[config.mk]
export PLATFORM = sky130hd
export DESIGN_NAME = mem_arb
export DESIGN_NICKNAME = d
export VERILOG_FILES = /design/src/rtl/mem_arb.sv
export SDC_FILE = /design/constraint.sdc
export NUM_CORES = 1
export LEC_CHECK = 0
export ABC_AREA = 1
export ABC_CLOCK_PERIOD_IN_PS = 2400
export CAP_MARGIN = 30
export CORE_MARGIN = 5
export CORE_UTILIZATION = 35
export DETAILED_ROUTE_END_ITERATION = 16
export GPL_ROUTABILITY_DRIVEN = 0
export PLACE_DENSITY = 0.73
export SYNTH_ARGS = -nofsm -noshare
export SYNTH_HDL_FRONTEND = slang
export SYNTH_SLANG_ARGS = --single-unit
[constraint.sdc]
create_clock -name clk -period 2.4 [get_ports clk]
set_clock_uncertainty 0.2 [all_clocks]
set_input_delay 0.36 -clock clk [delete_from_list [all_inputs] [get_ports clk]]
set_output_delay 0.36 -clock clk [all_outputs]
set_load 0.01 [all_outputs]
[src/rtl/mem_arb.sv]
// Single-port memory arbiter between instruction fetch and data side; data wins unless fetch starved.
// Grant on the decision edge, rvld the cycle after i_mem_rdy; unserved requesters hold req (o_arb_hold stalls data).
module mem_arb (
  input  logic        clk,
  input  logic        rst_n,
  input  logic        en,
  input  logic        i_if_req,
  input  logic [31:0] i_if_addr,
  output logic        o_if_gnt,
  output logic        o_if_rvld,
  input  logic        i_d_req,
  input  logic        i_d_we,
  input  logic [31:0] i_d_addr,
  input  logic [31:0] i_d_wdata,
  input  logic        i_d_lock,
  output logic        o_d_gnt,
  output logic        o_d_rvld,
  output logic [31:0] o_rdata,
  output logic        o_arb_hold,
  output logic        o_mem_req,
  output logic        o_mem_we,
  output logic [31:0] o_mem_addr,
  output logic [31:0] o_mem_wdata,
  input  logic        i_mem_rdy,
  input  logic [31:0] i_mem_rdata
);

  typedef enum logic [1:0] {IDLE = 2'd0, IF_BUSY = 2'd1, D_BUSY = 2'd2, D_LOCK = 2'd3} state_t;

  state_t      state_q, state_d;
  logic [1:0]  starve_q, starve_d;
  logic        lock_q, lock_d;
  logic        mem_req_q, mem_req_d;
  logic        mem_we_q, mem_we_d;
  logic [31:0] mem_addr_q, mem_addr_d;
  logic [31:0] mem_wdata_q, mem_wdata_d;
  logic [31:0] rdata_q, rdata_d;
  logic        if_gnt_q, if_gnt_d;
  logic        d_gnt_q, d_gnt_d;
  logic        if_rvld_q, if_rvld_d;
  logic        d_rvld_q, d_rvld_d;
  logic        fetch_wins, take_if, take_d;
  logic        unused_addr_bits;

  // Fetch only beats a concurrent data request once it has lost three decisions in a row.
  assign fetch_wins       = i_if_req & (~i_d_req | (starve_q == 2'd3));
  assign unused_addr_bits = ^i_if_addr[1:0];

  always_comb begin
    state_d     = state_q;
    starve_d    = starve_q;
    lock_d      = lock_q;
    mem_req_d   = mem_req_q;
    mem_we_d    = mem_we_q;
    mem_addr_d  = mem_addr_q;
    mem_wdata_d = mem_wdata_q;
    rdata_d     = rdata_q;
    if_gnt_d    = 1'b0;
    d_gnt_d     = 1'b0;
    if_rvld_d   = 1'b0;
    d_rvld_d    = 1'b0;
    take_if     = 1'b0;
    take_d      = 1'b0;
    case (state_q)
      IDLE: begin
        if (en) begin
          if (fetch_wins) take_if = 1'b1;
          else            take_d  = i_d_req;
        end
      end
      D_LOCK: take_d = en & i_d_req;
      IF_BUSY: begin
        if (i_mem_rdy) begin
          mem_req_d = 1'b0;
          rdata_d   = i_mem_rdata;
          if_rvld_d = 1'b1;
          state_d   = IDLE;
        end
      end
      D_BUSY: begin
        if (i_mem_rdy) begin
          mem_req_d = 1'b0;
          rdata_d   = i_mem_rdata;
          d_rvld_d  = 1'b1;
          state_d   = lock_q ? D_LOCK : IDLE;
        end
      end
      default: state_d = IDLE;
    endcase

    if (take_if) begin
      state_d     = IF_BUSY;
      lock_d      = i_d_lock;
      starve_d    = 2'd0;
      if_gnt_d    = 1'b1;
      mem_req_d   = 1'b1;
      mem_we_d    = 1'b0;
      mem_addr_d  = {i_if_addr[31:2], 2'b00};
      mem_wdata_d = 32'd0;
    end
    if (take_d) begin
      state_d     = D_BUSY;
      lock_d      = i_d_lock;
      d_gnt_d     = 1'b1;
      mem_req_d   = 1'b1;
      mem_we_d    = i_d_we;
      mem_addr_d  = i_d_addr;
      mem_wdata_d = i_d_wdata;
      // Only an IDLE decision that passes over a waiting fetch counts as starvation.
      if ((state_q == IDLE) && i_if_req && (starve_q != 2'd3)) starve_d = starve_q + 2'd1;
    end
  end

  always_ff @(posedge clk or negedge rst_n) begin
    if (!rst_n) begin
      state_q     <= IDLE;
      starve_q    <= 2'd0;
      lock_q      <= 1'b0;
      mem_req_q   <= 1'b0;
      mem_we_q    <= 1'b0;
      mem_addr_q  <= 32'd0;
      mem_wdata_q <= 32'd0;
      rdata_q     <= 32'd0;
      if_gnt_q    <= 1'b0;
      d_gnt_q     <= 1'b0;
      if_rvld_q   <= 1'b0;
      d_rvld_q    <= 1'b0;
    end else begin
      state_q     <= state_d;
      starve_q    <= starve_d;
      lock_q      <= lock_d;
      mem_req_q   <= mem_req_d;
      mem_we_q    <= mem_we_d;
      mem_addr_q  <= mem_addr_d;
      mem_wdata_q <= mem_wdata_d;
      rdata_q     <= rdata_d;
      if_gnt_q    <= if_gnt_d;
      d_gnt_q     <= d_gnt_d;
      if_rvld_q   <= if_rvld_d;
      d_rvld_q    <= d_rvld_d;
    end
  end

  assign o_arb_hold  = i_d_req & ((state_q == IF_BUSY) | (state_q == D_BUSY) |
                                  ((state_q == IDLE) & fetch_wins) | ~en);
  assign o_if_gnt    = if_gnt_q;
  assign o_d_gnt     = d_gnt_q;
  assign o_if_rvld   = if_rvld_q;
  assign o_d_rvld    = d_rvld_q;
  assign o_rdata     = rdata_q;
  assign o_mem_req   = mem_req_q;
  assign o_mem_we    = mem_we_q;
  assign o_mem_addr  = mem_addr_q;
  assign o_mem_wdata = mem_wdata_q;

endmodule

== Yosys cells after proc, flatten, opt, wreduce, memory -nomap -nowiden ==
Cells that the tools add are included.

* Register bits: 107
* Bits of input ports: 136
* Output and inout bits: 103

* $add $sub $neg: 1
* Eq/ne operators: 7
* Muxes and demuxes: 32
* Bitwise gates (word level): 10
* Reduce and logical (&&, ||, !) cells: 11

{| class="wikitable"
|+ Operators by type and width
! cell !! number
|-
| $mux 32 || 4
|-
| $mux 1 || 18
|-
| $mux 2 || 8
|-
| $ne 4x4->1 const B || 2
|-
| $eq 2x2->1 const B || 3
|-
| $reduce_bool 3->1 || 2
|-
| $and 1x1->1 || 4
|-
| $or 1x1->1 || 4
|-
| $pmux 2 s2 || 1
|-
| $reduce_and 2->1 || 2
|-
| $reduce_bool 4->1 || 1
|-
| $reduce_and 3->1 || 1
|-
| $add 2x1->2 const B || 1
|-
| $eq 2x1->1 const B || 1
|-
| $logic_and 1x1->1 || 2
|-
| $logic_not 2->1 || 1
|-
| $ne 2x2->1 const B || 1
|-
| $not 1->1 || 2
|-
| $pmux 1 s2 || 1
|-
| $reduce_bool 2->1 || 1
|-
| $reduce_or 2->1 || 1
|}

== Depth between registers and ports, before layout ==
Gate-level depths: netlist of run 1.

* Word-level depth: 9
* Gate-level depth with buffers: 13

== Worst setup path after synthesis of run 1 ==
No wires, ideal clock.

* Kind: reg-to-reg
* Start: register state_q[0]
* End: register mem_addr_q[0] (netlist: o_mem_addr[0])
* Library setup time: 117 ps
* Arrival time: 1,602 ps
* Required time: 2,083 ps
* Setup slack: 481 ps
* Cell stages (with the launch flop): 14
* Clock period less this slack: 1,919 ps
* Cell sequence: dfrtp_1 inv_1 ha_1 inv_2 nand2_1 nor2_1 nand2_1 buf_4 nand2_2 inv_2 buf_6 buf_6 nand2_1 nand2_1

* Longest elaborated chain between the ends: 3
* Elaborated cells between the ends (all ways): 6
* Classes of those cells: eq/ne: 1; mux: 3; reduce/logical: 2

{| class="wikitable"
|+ Ends and longest elaborated chain
! element !! RTL line !! text
|-
| start, declared || 30 || <nowiki>state_t state_q, state_d;</nowiki>
|-
| start signal, assigned || 129 || <nowiki>state_q <= state_d;</nowiki>
|-
| $eq 2x2->1 / $logic_not 2->1 (equally long branches) || 64 || <nowiki>case (state_q)</nowiki>
|-
| $pmux 1 s2 / $mux 1 (equally long branches) || 64 ||
|-
| $mux 32 / $reduce_bool 2->1 (equally long branches) || - ||
|-
| end signal, assigned || 134 || <nowiki>mem_addr_q <= mem_addr_d;</nowiki>
|-
| end, declared || 35 || <nowiki>logic [31:0] mem_addr_q, mem_addr_d;</nowiki>
|}

Parallel ways exist; a longest one is shown, timed or not.
A chain may end at the register's enable or synchronous reset.

== Worst setup path after layout of run 1 ==
* Start: register state_q[1]
* End: output port o_arb_hold

* Longest elaborated chain between the ends: 5
* Elaborated cells between the ends (all ways): 8
* Classes of those cells: eq/ne: 2; bitwise: 5; reduce/logical: 1

{| class="wikitable"
|+ Ends and longest elaborated chain
! element !! RTL line !! text
|-
| $eq 2x1->1 (tied with other cells) || 144 || <nowiki>assign o_arb_hold = i_d_req & ((state_q == IF_BUSY) | (state_q == D_BUSY) |</nowiki>
|-
| $or 1x1->1 / $and 1x1->1 (equally long branches) || 144, 145 ||
|-
| $or 1x1->1 (*) || 144 ||
|-
| $or 1x1->1 (*) || 145 || <nowiki>((state_q == IDLE) & fetch_wins) | ~en);</nowiki>
|-
| $and 1x1->1 (*) || 144 ||
|-
| end, declared || 19 || <nowiki>output logic o_arb_hold,</nowiki>
|}

Mark *: on every way between the ends. The rest lies on a longest branch, timed or not.

==> qor.txt, run 1 <==
Placed cell count = 937
Routed wire per std cell = 14.2 µm
Mapped cell area = 4510 µm²
Peak supply drop = 523 µV
R2R setup slack = 0.32 ns
CP Launch Type = flop
Final setup fails = 0
Routed vias/inst = 4.43
# clock sinks = 107
Core area = 12,600 µm²
Worst slew pin tran = 0.551 ns
Critical R2R Launch = state_q[0]$_DFFE_PN0P_
Clock transition at path regs = 0.07 ns
Pwr per Cell Area = 1170 nW/µm²
Clock root buffer = clkbuf_16
Reg2reg path depth = 9
Syn Area/Cell = 8.27 µm²
WP data arrival = 1.66 ns
Final core occ = 58.7%
Synth area leaders = dfrtp_1 59%, nand2_1 24%, o21ai_0 6.8%
CTS tree = built
Sequential share of the synthesized area = 59.4%
Vias in the first global route = 4,283
Largest net degree at the start of global routing = 68
Share of layout cells above drive strength 1 = 4.48%
Critical Path End Type = primary output
Top FF cell, synth = dfrtp_1
HPWL after detailed placement = 10.4 mm
Period utilization = 92.4%
Endpoints failing hold = 0
Post-Synthesis Cells = 545
Crit Path Max Fanout = 4
Critical Path RT = 1.84 ns
Pre-CTS setup slack = 0.131 ns
Largest area contributor in the netlist = dfrtp_1
Max Root-Sink Buffers = 2
Die Ht = 123 µm
Inserted Clock Buffers = 9
Initial antenna violation count = 0
F_max = 451 MHz
Non-filler cells, final = 954
Crit path kind = flop to primary output
Number of port buffers = 236
Initial DRC Count = 272
Leakage power = 3.71 nW
Worst-skew pair later-pin latency = 0.33 ns
GRT Util Overall = 17.5%
Reg-to-reg endpoint = o_mem_addr[25]$_DFFE_PN0P_
Routed Wire Length = 13.6 mm
Minimum clock period = 2.22 ns
# DRC = 0
Setup_tns = 0 ns
Die Width = 123 µm
Top-count cell post-synth = nand2_1
Yosys top cell area share = 59.4%
# diodes = 0
IO Count = 239
Number of H-tree branching levels = 3
Max cap viols = 0
RSZ-0062 raised after global routing = no
Synthesis-to-finish area growth = 64.3%
DRT Pass-1 Iters = 4
Status = finished clean
Synthesis-stage register bit count = 107
Vias = 4,222
Num rows = 41
Post-synth EDFFs = 0
Synthesis warning total = 0
Nets = 918
Crit path from = state_q[1]$_DFFE_PN0P_
Initial core utilization = 35.7%
GR Overflow Total = 0
First-pass GRT wire length = 20.9 mm
Total Power = 8.66 mW
ANT nets after route = 0
Die area = 15,200 µm²
Synthesized Nets = 686
Commonest cells in the netlist = 286 x nand2_1, 107 x dfrtp_1, 61 x o21ai_0, 40 x inv_1, 14 x clkbuf_1
Slew HR = 63.3%
Async set or reset register ratio after synthesis = 100%
Count of cell types in the netlist = 16
Critical Path Sink = o_arb_hold
Max Transition Viols Final = 0
Post-CTS Setup Bufs = 0
Hold WC Path Type = flop to flop
Worst setup margin = 0.182 ns
-- what timing repair did --
item | 4_1_cts | 5_1_grt
gates resized for setup | 1 | 1
hold buffers | 1 | 0
endpoints found under the setup margin | 1 | 3
hold endpoints to repair | 41 | 0
-- worst max-delay path: stages (launching register included) --
cell and delay, ns:
dfrtp_1 0.40, inv_1 0.08, ha_1 0.31, inv_2 0.06
a31oi_1 0.18, dlygate4sd2_1 0.30
-- layout make-up --
type	instances	area, µm²
well taps	172	215
clock inverters	6	86.3
clock buffers	10	239
fillers	1137	5220
inverters	44	165
flip-flops and latches	107	2680
multi-input cells	367	1520
repair buffers	248	2500
-- layout by cell type, fill, tap and decap left out, drive strengths merged --
cell             n
nor2             4
inv             45
nand2          288
o21ai           62
clkinv           2
bufinv           2
ha               5
nand3            5
clkdlybuf4s50  234
dlygate4sd3      1
dfrtp          107
clkbuf          10
dlygate4sd2      1
a31oi            1
nand4            2
buf             12
clkinvlp         1
-- flip-flops by register name, summed over array words and instances (netlist names) --
signal / count
o_mem_wdata: 32
o_if_rvld: 1
o_mem_we: 1
o_d_gnt: 1
lock_q: 1
o_if_gnt: 1
starve_q: 2
o_mem_req: 1
o_d_rvld: 1
state_q: 2
o_mem_addr: 32
o_rdata: 32
-- how the worst min path moves through the flow --
stage                                 from                     endpoint  depth (start not counted)
2_1_floorplan                        rst_n           lock_q$_DFFE_PN0P_                          0
3_3_place_gp                         rst_n      o_rdata[12]$_DFFE_PN0P_                          1
3_5_place_dp                         rst_n      o_rdata[12]$_DFFE_PN0P_                          1
4_1_cts        o_mem_wdata[12]$_DFFE_PN0P_  o_mem_wdata[12]$_DFFE_PN0P_                          2
5_1_grt        o_mem_wdata[13]$_DFFE_PN0P_  o_mem_wdata[13]$_DFFE_PN0P_                          2
6_report       o_mem_wdata[12]$_DFFE_PN0P_  o_mem_wdata[12]$_DFFE_PN0P_                          2
-- cells by family after synthesis --
group / count (synthesis) / share of synthesized area, %
and+or+nand+nor: 299 / 25.3
DFF: 107 / 59.4
buffers and inverters: 71 / 6.89
AOI/OAI and AO/OA: 63 / 7.03
adders and majority gates: 5 / 1.39
-- routing by layer --
layer	GRT usage, %	wire length [µm]	vias up
met2	31.3	7150	126
met1	20.6	5350	1951
li1	-	-	2114
met3	2.93	709	31
met4	7.68	380	0
met5	0	0	-
-- per-stage QoR --
stage	instance area, µm²	hold slack, ns
2_1_floorplan	4510	-0.136
3_3_place_gp	7070	0.183
3_5_place_dp	7070	0.189
4_1_cts	7400	0.275
5_1_grt	7400	0.294
6_report	7400	0.270
-- report_power, final --
group	total (mW)	leakage [nW]	internal [mW]	switching, mW
Sequential	3.11	1.33	2.65	0.462
Combinational	3.95	2.21	2.09	1.86
Clock	1.60	0.159	0.943	0.652
(Power assumes the default switching activity.)
==> run 2: changes to the inputs <==
Settings changed: ABC_AREA 1 to default, PLACE_DENSITY 0.73 to 0.74.
==> run 2 against run 1 <==
  * Sequential share of layout area rose by 1.2 points
  * Combinational power rose by 3%
  * Via count fell by 12%
  * Utilization rose by 1.2 points
  * Die area fell by 5.1%
  * Setup slack got worse by 0.090 ns
  * Sequential power barely moved
  * Power fell by 0.42%
  * Maximum frequency fell by 3.9%
  * Largest cell class unchanged
  * Largest power group unchanged
  * Highest routed layer unchanged
==> qor.txt, run 2 <==
Status = finished clean
Routed Wire Length = 13.0 mm (-4.2%)
Inserted Clock Buffers = 9 (unchanged)
R2R setup slack = 0.28 ns (-0.04 ns)
Hold WC Path Type = flop to flop
Die area = 14,500 µm² (-5.1%)
Worst path cell trace = inv_1, ha_2, nor2b_4, a21boi_0, clkdlybuf4s15_1
WP data arrival = 1.75 ns (+0.09 ns)
Max cap viols = 0 (unchanged)
Total Power = 8.62 mW (-0.42%)
Commonest cells in the netlist = 107 x dfrtp_1, 60 x a21oi_1, 35 x a22o_1, 35 x nand2_1, 32 x mux2_2
Die Width = 120 µm (-2.6%)
Clock power frac = 16.8% (-1.6 points)
Mapped cell area = 4260 µm² (-5.5%)
Vias = 3,716 (-12%)
Clock root buffer = clkbuf_16
CP Launch Type = flop
Yosys top cell area share = 62.9% (+3.5 points)
RSZ-0062 raised after global routing = no
Crit Path Max Fanout = 5 (+1)
DRT Pass-1 Iters = 4 (unchanged)
Fill count = 983 (-14%)
Pint = 5.88 mW (+3.4%)
CP max-delay cell = ha_2
Synth area leaders = dfrtp_1 63%, mux2_2 8.5%, a22o_1 7.2%
Worst slew pin tran = 0.390 ns (-0.161 ns)
Number of H-tree branching levels = 3 (unchanged)
Worst-skew pair later-pin latency = 0.33 ns (about the same)
Placed inst area = 6840 µm² (-3.2%)
Vias in the first global route = 4,009 (-6.4%)
Register area = 2680 µm² (unchanged)
Peak supply drop = 533 µV (+2.0%)
Nets = 734 (-20%)
Async set or reset register ratio after synthesis = 100% (unchanged)
Top-count cell post-synth = dfrtp_1
Commonest non-fill, non-tap cell in the layout = clkdlybuf4s50_1
First-pass GRT wire length = 20.3 mm (-2.9%)
Endpoints failing hold = 0 (unchanged)
Num rows = 40 (-2.4%)
Max stage delay on crit path = 0.40 ns (about the same)
Post-Synthesis Cells = 354 (-35%)
Setup_tns = 0 ns (unchanged)
Share of layout cells above drive strength 1 = 11.4% (+6.9 points)
Sw power = 2.74 mW (-7.7%)
Clock transition at path regs = 0.07 ns (about the same)
GR Overflow Total = 0 (unchanged)
Sw Ratio = 31.8% (-2.5 points)
Max Root-Sink Buffers = 2 (unchanged)
GRT Util Overall = 17.7% (+0.23 points)
Slew HR = 74.0% (+11 points)
Pwr per Cell Area = 1200 nW/µm² (+2.9%)
Routed vias/inst = 4.99 (+13%)
Crit path kind = flop to primary output
Gate power share = 47.1% (+1.5 points)
Largest net degree at the start of global routing = 57 (-16%)
Post-synth EDFFs = 0 (unchanged)
Largest area contributor in the netlist = dfrtp_1
ANT nets after route = 0 (unchanged)
Most frequent cells in the layout = 234 x clkdlybuf4s50_1, 107 x dfrtp_1, 60 x a21oi_1
# clock sinks = 107 (unchanged)
Synthesis-to-finish area growth = 68.3%
Initial antenna violation count = 0 (unchanged)
# DRC = 0 (unchanged)
Top FF cell, synth = dfrtp_1
Reg2reg path depth = 8 (-1)
Syn Area/Cell = 12.0 µm² (+45%)
Critical Path Sink = o_arb_hold
Synthesis-stage register bit count = 107 (unchanged)
Post-route cell area = 7170 µm² (-3.2%)
Number of port buffers = 236 (unchanged)
Routed wire per std cell = 17.5 µm (+23%)
Crit path from = state_q[1]$_DFFE_PN0P_
Reg-to-reg endpoint = o_mem_wdata[19]$_DFFE_PN0P_
Critical R2R Launch = state_q[1]$_DFFE_PN0P_
Critical Path End Type = primary output
Initial core utilization = 35.6% (-0.11 points)
Sequential share of the synthesized area = 62.9% (+3.5 points)
Critical Path RT = 1.84 ns (about the same)
HPWL after detailed placement = 9.71 mm (-6.2%)
F_max = 433 MHz (-3.9%)
Initial DRC Count = 101 (-63%)
Count of cell types in the netlist = 27 (+11)
Synthesis warning total = 0 (unchanged)
Reg power frac = 36.1% (+0.2 points)
Max Transition Viols Final = 0 (unchanged)
Final setup fails = 0 (unchanged)
Leakage power = 3.13 nW (-15%)
IO Count = 239 (unchanged)
Minimum clock period = 2.31 ns (+0.0899 ns)
Period utilization = 96.2% (+3.7 points)
Synthesized Nets = 495 (-28%)
Multi-input combinational cell area = 1450 µm² (-4.4%)
# diodes = 0 (unchanged)
Core area = 12,000 µm² (-5.2%)
CTS tree = built
Die Ht = 120 µm (-2.6%)
-- run 2: cell types whose count changed after synthesis, sizes merged, moves of 28 or more --
cell	change
nand2	-253
mux2	+33
o21ai	-59
a22o	+35
nor2	+28
a21oi	+60
inv	-38
-- run 2: layout make-up --
| class | instances | share of cell area (%) |
|---|---|---|
| sequential | 107 | 37.4 |
| timing repair buffer | 250 | 35.3 |
| multi-input combinational | 219 | 20.3 |
| clock buffer | 13 | 3.91 |
| tap | 147 | 2.57 |
| inverter | 6 | 0.314 |
| clock inverter | 3 | 0.279 |
-- run 2: cell families after synthesis --
family | count (synthesis) | share of synthesized area [%]
AND/OR/NAND/NOR | 76 | 7.55
flip-flops | 107 | 62.9
multiplexers | 33 | 8.73
AO/OA/AOI/OAI | 105 | 16.3
adder cells (fa/ha/maj) | 5 | 1.47
buffers and inverters | 28 | 3.06
-- run 2: stage by stage --
stage          setup slack, ns  std cells  util, %  hold slack (ns)
2_1_floorplan            0.432        354        -           -0.136
3_3_place_gp            0.0353        726     57.2            0.105
3_5_place_dp            0.0272        726     57.2            0.106
4_1_cts                 0.0592        743     59.8            0.286
5_1_grt                0.00409        745     59.9            0.315
6_report                0.0919        745     59.9            0.283
-- run 2: routing by layer --
metal | global-route usage, % | share of wire [%]
met5 | 0 | 0
met4 | 7.65 | 2.7
met3 | 5.89 | 8.3
met2 | 30.3 | 50
met1 | 20.3 | 39
-- run 2: power by group through the flow --
stage	Clock (mW)	Combinational [mW]	Sequential (mW)
finish	1.45	4.06	3.12
global route	1.56	4.37	3.22
CTS	1.49	4.10	3.12
detailed placement	0	4.10	3.13
global placement	0	4.00	3.10
floorplan	0	1.37	3.48
-- run 2: what timing repair did --
action	in CTS	in global routing
hold endpoints to repair	27	0
hold buffers	1	0
resized for setup	2	1
buffers inserted	0	2
setup endpoints to repair	1	1
-- run 2: worst min path at each step --
stage / slack, ns / end / start / depth (start not counted)
6_report: 0.28 / o_mem_req$_DFFE_PN0P_ / o_mem_req$_DFFE_PN0P_ / 2
5_1_grt: 0.32 / o_mem_addr[3]$_DFFE_PN0P_ / rst_n / 2
4_1_cts: 0.29 / o_mem_addr[3]$_DFFE_PN0P_ / rst_n / 2
3_5_place_dp: 0.11 / o_mem_addr[3]$_DFFE_PN0P_ / rst_n / 1
3_3_place_gp: 0.10 / o_mem_addr[12]$_DFFE_PN0P_ / rst_n / 1
2_1_floorplan: -0.14 / lock_q$_DFFE_PN0P_ / rst_n / 0
-- run 2: worst max-delay path, delay by kind of cell, from the launching register on --
family / cells / cell delay, ns
compound gates: 1 / 0.18
simple gates: 1 / 0.06
flops: 1 / 0.39
fa+ha+maj: 1 / 0.40
buf+inv: 2 / 0.37
==> run 3: changes to the inputs <==
Settings changed: CTS_BUF_LIST from default to sky130_fd_sc_hd__clkbuf_16.
==> run 3 against run 2 <==
  * Hold slack hardly changed
  * Maximum frequency hardly changed
  * Sequential cell count stayed put
  * Setup slack better by 0.00052 ns
  * Largest power group unchanged
  * Cell count stayed put
==> qor.txt, run 3 (same netlist as run 2, synthesis figures left out) <==
Critical Path RT = 1.84 ns (about the same)
WHS Path Cells = 2 (unchanged)
Minimum clock period = 2.31 ns (-0.000515 ns)
CP Launch Type = flop
Clock root buffer = clkbuf_16
Initial core utilization = 35.6% (unchanged)
Setup_tns = 0 ns (unchanged)
Die Width = 120 µm (unchanged)
# DRC = 0 (unchanged)
Leakage power = 3.11 nW (-0.72%)
Hold WC Path Type = flop to flop
# clock sinks = 107 (unchanged)
Synthesis-to-finish area growth = 67.4%
Status = finished clean
Final setup fails = 0 (unchanged)
CTS tree = built
Nets = 734 (unchanged)
Placed cell count = 726 (unchanged)
Pwr per Cell Area = 1190 nW/µm² (-1.0%)
Routed Wire Length = 13.0 mm (+0.12%)
Max Root-Sink Buffers = 2 (unchanged)
Number of port buffers = 236 (unchanged)
Worst-skew pair later-pin latency = 0.33 ns (about the same)
Post-route cell area = 7130 µm² (-0.56%)
Final core occ = 59.6% (-0.33 points)
Clock transition at path regs = 0.07 ns (about the same)
GR Overflow Total = 0 (unchanged)
Period utilization = 96.2% (about the same)
Initial DRC Count = 103 (+2.0%)
Worst slew pin tran = 0.393 ns (+0.00318 ns)
Largest net degree at the start of global routing = 57 (unchanged)
Num rows = 40 (unchanged)
HPWL after detailed placement = 9.71 mm (unchanged)
Endpoints failing hold = 0 (unchanged)
First-pass GRT wire length = 20.3 mm (+0.10%)
Vias = 3,709 (-0.19%)
Peak supply drop = 511 µV (-4.3%)
Initial antenna violation count = 0 (unchanged)
Sw Ratio = 32.2% (+0.41 points)
Slew HR = 73.8% (-0.21 points)
Clock power frac = 15.4% (-1.4 points)
Inserted Clock Buffers = 9 (unchanged)
Max cap viols = 0 (unchanged)
Critical Path End Type = primary output
RSZ-0062 raised after global routing = no
F_max = 433 MHz (about the same)
Pint = 5.75 mW (-2.2%)
Die area = 14,500 µm² (unchanged)
Commonest non-fill, non-tap cell in the layout = clkdlybuf4s50_1
Placed inst area = 6840 µm² (unchanged)
Reg power frac = 36.7% (+0.6 points)
Share of layout cells above drive strength 1 = 10.7% (-0.67 points)
ANT nets after route = 0 (unchanged)
WP data arrival = 1.75 ns (about the same)
Routed vias/inst = 4.98 (-0.19%)
# diodes = 0 (unchanged)
GRT Util Overall = 17.8% (+0.040 points)
Sw power = 2.74 mW (-0.33%)
Max Transition Viols Final = 0 (unchanged)
Core area = 12,000 µm² (unchanged)
Non-filler cells, final = 745 (unchanged)
Gate power share = 47.8% (+0.7 points)
Crit Path Max Fanout = 5 (unchanged)
Die Ht = 120 µm (unchanged)
Crit path kind = flop to primary output
Vias in the first global route = 4,013 (+0.10%)
Number of H-tree branching levels = 3 (unchanged)
DRT Pass-1 Iters = 4 (unchanged)
IO Count = 239 (unchanged)
Reg2reg path depth = 8 (unchanged)
Most frequent cells in the layout = 234 x clkdlybuf4s50_1, 107 x dfrtp_1, 60 x a21oi_1
Routed wire per std cell = 17.5 µm (+0.12%)
run 3: cell count changes in the layout (fill, tap and decap cells not counted), sizes merged:
cell	previous run	this run
clkbuf	13	9
clkinv	1	5
run 3: path summary, 6_finish.rpt:
path / from / endpoint / slack (ns)
setup / recovery: state_q[1]$_DFFE_PN0P_ / o_arb_hold / 0.09
hold / removal: o_mem_req$_DFFE_PN0P_ / o_mem_req$_DFFE_PN0P_ / 0.28
setup reg to reg: state_q[1]$_DFFE_PN0P_ / o_mem_wdata[19]$_DFFE_PN0P_ / 0.28
hold reg to reg: o_mem_req$_DFFE_PN0P_ / o_mem_req$_DFFE_PN0P_ / 0.28
max in group asynchronous: rst_n / o_mem_req$_DFFE_PN0P_ / 1.06
min in group asynchronous: rst_n / o_mem_addr[3]$_DFFE_PN0P_ / 0.29
run 3: final cells by class:
class	count	area (µm²)
clock buffers	9	225
clock inverters	7	35.0
fillers	991	4830
inverters	6	22.5
multi-input cells	219	1450
flip-flops and latches	107	2680
well taps	147	184
repair buffers	250	2530
run 3: per-layer routing:
layer  global-route usage, %  routed length (µm)  vias to the layer above
li1                        -                   -                     1727
met1                    20.5                5110                     1785
met2                    30.2                6490                      172
met5                       0                   0                        -
met3                    5.71                1060                       25
met4                    7.93                 378                        0
run 3: worst max-delay path, cell delays in order, from the launching register on:
cell and delay [ns]:
dfrtp_1 0.39, inv_1 0.09, ha_2 0.40, nor2b_4 0.06
a21boi_0 0.19, clkdlybuf4s15_1 0.28
run 3: power by group through the flow:
| stage | clock network [mW] | registers [mW] | logic, mW |
|---|---|---|---|
| finish | 1.31 | 3.12 | 4.06 |
| global route | 1.43 | 3.22 | 4.38 |
| CTS | 1.35 | 3.12 | 4.10 |
| detailed placement | 0 | 3.13 | 4.10 |
| global placement | 0 | 3.10 | 4.00 |
| floorplan | 0 | 3.48 | 1.37 |
run 3: through the flow:
step | worst slack (ns) | power (mW) | hold WS [ns]
after floorplan | 0.432 | 4.85 | -0.136
after global placement | 0.0353 | 7.10 | 0.105
after detailed placement | 0.0272 | 7.23 | 0.106
after CTS | 0.0582 | 8.58 | 0.285
after global routing | 0.00306 | 9.02 | 0.315
final | 0.0924 | 8.49 | 0.283
run 3: repair_timing:
| action | in CTS | in global routing |
|---|---|---|
| cloned | 0 | 0 |
| buffers inserted | 0 | 2 |
| pin swaps | 0 | 0 |
| setup endpoints to repair | 1 | 1 |
| resized for setup | 2 | 1 |
| hold buffers | 1 | 0 |
| hold endpoints to repair | 27 | 0 |
